===== src/rtl/event_stream_tx.sv =====
// event_stream_tx
//   Transmitter end of the event interface. Host writes are buffered in a FIFO
//   and replayed one event at a time under consumer back-pressure (event_req),
//   with an optional minimum idle gap after every accepted event.
//
// Parameters
//   DATA_WIDTH  event value width
//   FIFO_DEPTH  host buffer entries (power of 2, >= 2)
//   MIN_GAP     idle cycles forced after each accepted event (0 = back-to-back)
//
// Ports
//   clk, rst_n                   rising-edge clock, async active-low reset
//   enable                       allows popping new events from the FIFO
//   host_wr_en/value/addr        host write of one event into the FIFO
//   host_full, fifo_level        FIFO status (derived from the pointers)
//   event_req                    consumer ready; transfer = valid & event_req
//   out_event_valid/value/addr   registered presented event
//   sent_count                   accepted transfers (wrapping)
//   drop_count                   writes lost to a full FIFO (saturating)
module event_stream_tx #(
  parameter int unsigned DATA_WIDTH = 4,
  parameter int unsigned FIFO_DEPTH = 32,
  parameter int unsigned MIN_GAP    = 0
) (
  input  logic                          clk,
  input  logic                          rst_n,
  input  logic                          enable,
  input  logic                          host_wr_en,
  input  logic [DATA_WIDTH-1:0]         host_wr_value,
  input  logic [15:0]                   host_wr_addr,
  output logic                          host_full,
  output logic [$clog2(FIFO_DEPTH):0]   fifo_level,
  input  logic                          event_req,
  output logic                          out_event_valid,
  output logic [DATA_WIDTH-1:0]         out_event_value,
  output logic [15:0]                   out_event_addr,
  output logic [31:0]                   sent_count,
  output logic [15:0]                   drop_count
);

  localparam int unsigned AW     = $clog2(FIFO_DEPTH);
  localparam int unsigned EW     = DATA_WIDTH + 16;
  localparam int unsigned GW     = (MIN_GAP > 1) ? $clog2(MIN_GAP) : 1;
  localparam bit          GAP_EN = (MIN_GAP > 0);

  localparam logic [AW:0]   PTR_ONE  = 1;
  localparam logic [GW-1:0] GAP_ONE  = 1;
  localparam logic [GW-1:0] GAP_INIT = GW'((MIN_GAP > 0) ? (MIN_GAP - 1) : 0);

  typedef enum logic [1:0] {IDLE, LOAD, SEND, GAP} state_t;

  state_t          state;
  logic [EW-1:0]   mem [FIFO_DEPTH];
  logic [EW-1:0]   rd_data;
  logic [AW:0]     wr_ptr;
  logic [AW:0]     rd_ptr;
  logic [GW-1:0]   gap_cnt;
  logic            wr_accept;
  logic            pop;

  // Pointers carry one extra MSB, so the difference is the true occupancy
  // and its MSB alone marks the full condition.
  assign fifo_level = wr_ptr - rd_ptr;
  assign host_full  = fifo_level[AW];

  // A write that meets a full FIFO is dropped even if a pop frees a slot on
  // the same edge.
  assign wr_accept = host_wr_en && !host_full;

  // Pop from IDLE, or straight from SEND on a transfer when no gap is needed,
  // which is what gives one event every two cycles at full rate.
  assign pop = enable && (fifo_level != '0) &&
               ((state == IDLE) || ((state == SEND) && event_req && !GAP_EN));

  // Buffer storage and synchronous read port, kept reset-free for RAM mapping.
  always_ff @(posedge clk) begin
    if (wr_accept) begin
      mem[wr_ptr[AW-1:0]] <= {host_wr_value, host_wr_addr};
    end
    if (pop) begin
      rd_data <= mem[rd_ptr[AW-1:0]];
    end
  end

  always_ff @(posedge clk or negedge rst_n) begin
    if (!rst_n) begin
      wr_ptr          <= '0;
      rd_ptr          <= '0;
      state           <= IDLE;
      gap_cnt         <= '0;
      out_event_valid <= 1'b0;
      out_event_value <= '0;
      out_event_addr  <= '0;
      sent_count      <= '0;
      drop_count      <= '0;
    end else begin
      if (wr_accept) begin
        wr_ptr <= wr_ptr + PTR_ONE;
      end else if (host_wr_en && (drop_count != '1)) begin
        drop_count <= drop_count + 16'd1;
      end

      if (pop) begin
        rd_ptr <= rd_ptr + PTR_ONE;
      end

      case (state)
        IDLE: begin
          if (pop) begin
            state <= LOAD;
          end
        end
        LOAD: begin
          {out_event_value, out_event_addr} <= rd_data;
          out_event_valid <= 1'b1;
          state           <= SEND;
        end
        SEND: begin
          if (event_req) begin
            sent_count      <= sent_count + 32'd1;
            out_event_valid <= 1'b0;
            if (GAP_EN) begin
              gap_cnt <= GAP_INIT;
              state   <= GAP;
            end else if (pop) begin
              state <= LOAD;
            end else begin
              state <= IDLE;
            end
          end
        end
        GAP: begin
          if (gap_cnt == '0) begin
            state <= IDLE;
          end else begin
            gap_cnt <= gap_cnt - GAP_ONE;
          end
        end
        default: state <= IDLE;
      endcase
    end
  end

endmodule


===== config.mk =====
export PLATFORM = sky130hd
export DESIGN_NAME = event_stream_tx
export DESIGN_NICKNAME = d
export VERILOG_FILES = /design/src/rtl/event_stream_tx.sv
export SDC_FILE = /design/constraint.sdc
export NUM_CORES = 1
export LEC_CHECK = 0
export ABC_AREA = 1
export BUFFER_PORTS_ARGS = -buffer_cell sky130_fd_sc_hd__clkbuf_2
export CAP_MARGIN = 20
export CORE_UTILIZATION = 50
export DETAILED_ROUTE_END_ITERATION = 12
export PLACE_DENSITY = 0.72
export REMOVE_ABC_BUFFERS = 1
export SYNTH_ARGS = -nofsm -noshare
export SYNTH_HDL_FRONTEND = slang
export SYNTH_SLANG_ARGS = --single-unit

===== constraint.sdc =====
create_clock -name clk -period 4 [get_ports clk]
set_input_delay 0.8 -clock clk [delete_from_list [all_inputs] [get_ports clk]]
set_output_delay 0.8 -clock clk [all_outputs]
set_load 0.005 [all_outputs]

==> impl_results.md <==
* Status: completed
* Initial antenna violation count at 0
* Setup slack, reg-to-reg at 0.43 ns
* Relative slew margins at 12.13%
* Layout Skew at 0.02604 ns
* FF-to-FF Start: rd_ptr[0]$_DFFE_PN0P_
* Yosys cell types at 33
* Vias in the first global route at 20810
* Pwr dens at 676.8 nW/um2
* WP data arrival at 3.87 ns
* Cell area after synthesis at 31230 um2
* Final wirelength at 75780 um
* CTS max path bufs at 3
* FP Rows at 91
* Die width at 251.9 um
* Minimum clock period at 3.573 ns
* NumNets Final at 2960
* Setup violators final at 0
* Total gr overflow at 0
* CTS buffer count at 77
* Vias per cell at 5.506
* # diodes at 0
* Worst VDD drop at 0.0005798 V
* Worst Reg-to-Reg Cells at 12
* 1st-iter DRT viols at 2188
* Total GRT Usage at 24.23%
* Core area at 61710 um2
* Avg Synthesized Cell Area at 11.05 um2
* Maxcap violations at 0
* Via count at 21028
* Starting Density at 50.60%
* CTS sink cnt at 743
* Most common cell after layout, fill and taps aside: nor2_1
* Synth-to-layout area growth at 12.09%
* Fin Hold WS at 0.1105 ns
* Part of the Yosys area used for sequential elements at 70.12%
* Worst skew pair latency at 0.62 ns
* ANT nets after route at 0
* Area of the multi-input gates at 8348 um2
* Synth Warn # at 0
* Largest net degree at the start of global routing at 223
* Clk pin slew, worst setup/hold paths at 0.06 ns
* Final Wtd Congestion at 0.8968
* Post-CTS Setup Inserts at 0
* Die ar. at 63460 um2
* Tcrit/Tclk final at 89.32%
* Clk root buf: clkbuf_16
* Worst-Margin Slew at 1.318 ns
* Layout cells sized above 1 at 11.27%
* Critical path type: flop to flop
* Most frequent cells in the layout: nor2_1, edfxtp_1, nand2_1
* RSZ-0062 raised after global routing: false
* Critical Path Sink Type: flop
* CTS tree: done
* Final Max Tran Viols at 0
* Setup TNS at 0 ns
* Fin worst setup slack at 0.4272 ns
* HPWL after detailed placement at 44590 um
* Hold-fix buffers, CTS at 0
* Number of port buffers at 100
* Req. time, crit path at 4.30 ns
* Total Power at 23.69 mW
* Fillcell total at 4950
* PostCTS Resize Cnt at 0
* Crit-path max FO at 27
* 1st-pass router iterations at 7
* Worst hold-check path type: primary input to asynchronous set/reset pin
* Yosys reg bits at 743
* Type of origin of the critical path: flop
* Pre-CTS WS at 0.4738 ns
* Hold Violations, Final at 0
* Mapped Cells at 2827
* Chip height at 251.9 um
* Fmax at 279.9 MHz
* CTS H-tree lvls at 3
* WL/cell at 19.84 um
* Ports at 101
* Reg area at 21900 um2
* Leakage at 12.84 nW
* First-pass GRT wire length at 117800 um
* Drt drc at 0
* Util after Layout at 56.72%
* Worst R2R End: mem[0][18]$_DFFE_PP_
[synthesized netlist by cell type (all sizes together)]
| cell | number | area [um2] |
|---|---|---|
| nor2 | 747 | 2809 |
| xnor2 | 12 | 105.1 |
| clkinv | 1 | 3.750 |
| inv | 74 | 280.3 |
| nand3 | 128 | 640.6 |
| mux2 | 20 | 225.2 |
| nor4 | 1 | 6.260 |
| o31ai | 1 | 7.510 |
| buf | 85 | 581.8 |
| a21oi | 23 | 115.1 |
| clkbuf | 57 | 214.0 |
| nor3 | 22 | 115.1 |
| fa | 1 | 20.02 |
| nand4 | 6 | 37.54 |
| ha | 12 | 150.1 |
| nand3b | 7 | 52.55 |
| nand2 | 505 | 1913 |
| o211ai | 13 | 97.59 |
| o21ai | 340 | 1702 |
| xor2 | 29 | 254.0 |
| dfrtp | 83 | 2077 |
| edfxtp | 660 | 19820 |
[power by group]
part | internal (mW) | total, mW | switching, mW | leakage (nW)
combinational | 2.21 | 7.25 | 5.04 | 4.61
clock | 3.97 | 6.88 | 2.91 | 1.21
sequential | 9.15 | 9.56 | 0.409 | 7.02
[kinds of logic (layout without fill, tap and decap cells)]
group	after synthesis	in the layout	share of synthesized area, %
multiplexers	20	20	0.7213
XOR/XNOR	41	41	1.150
buffers and inverters	217	372	3.458
adder cells (fa/ha/maj)	13	13	0.5449
AND/OR/NAND/NOR	1416	1416	17.85
AO/OA/AOI/OAI	377	377	6.155
flip-flops	743	743	70.12
[final cells by class]
class | instances | share of cell area, %
sequential | 743 | 62.58
multi-input combinational | 1867 | 23.85
clock buffer | 93 | 5.945
tap | 837 | 2.992
timing repair buffer | 158 | 2.788
clock inverter | 46 | 1.008
inverter | 75 | 0.8329
[flip-flops by register name (all words and copies together) (netlist names), 2 cells and up]
register	flops
wr_ptr	6
out_event_addr	16
drop_count	16
rd_ptr	6
mem	640
rd_data	20
out_event_value	4
sent_count	32
state	2
[per-stage QoR]
step / area (um2) / instances
5_1_grt: 35000 / 3819
3_3_place_gp: 32570 / 3680
2_1_floorplan: 30430 / 2685
6_report: 35000 / 3819
4_1_cts: 35000 / 3819
3_5_place_dp: 32570 / 3680
[routing by layer]
metal | up-vias | part of all wire, % | track usage, %
met1 | 10152 | 41 | 32.50
li1 | 9820 | - | -
met2 | 900 | 48 | 39.97
met3 | 156 | 7.3 | 3.580
met5 | - | 0 | 0
met4 | 0 | 3.5 | 9.558
[how the worst max path moves through the flow]
| stage | from | endpoint | slack [ns] |
|---|---|---|---|
| floorplan | rd_ptr[0]$_DFFE_PN0P_ | rd_data[10]$_DFFE_PP_ | -7.03 |
| global placement | rd_ptr[0]$_DFFE_PN0P_ | mem[0][6]$_DFFE_PP_ | 0.54 |
| detailed placement | rd_ptr[0]$_DFFE_PN0P_ | mem[0][2]$_DFFE_PP_ | 0.47 |
| CTS | rd_ptr[0]$_DFFE_PN0P_ | mem[0][4]$_DFFE_PP_ | 0.45 |
| global route | rd_ptr[0]$_DFFE_PN0P_ | mem[0][16]$_DFFE_PP_ | 0.19 |
| finish | rd_ptr[0]$_DFFE_PN0P_ | mem[0][18]$_DFFE_PP_ | 0.43 |
[critical path: stages, from the launching register on]
cell and delay, ns:
dfrtp_4 0.64, ha_1 0.26, inv_1 0.07, nand2_1 0.06
nand2_1 0.07, nand3_1 0.11, nand2_1 0.08, nand2_1 0.08
nand2_2 0.06, nor2_2 0.43, nand2_1 0.46, nor2_2 0.59
buf_4 0.33
Note: power is estimated with default switching activity, not from simulation.
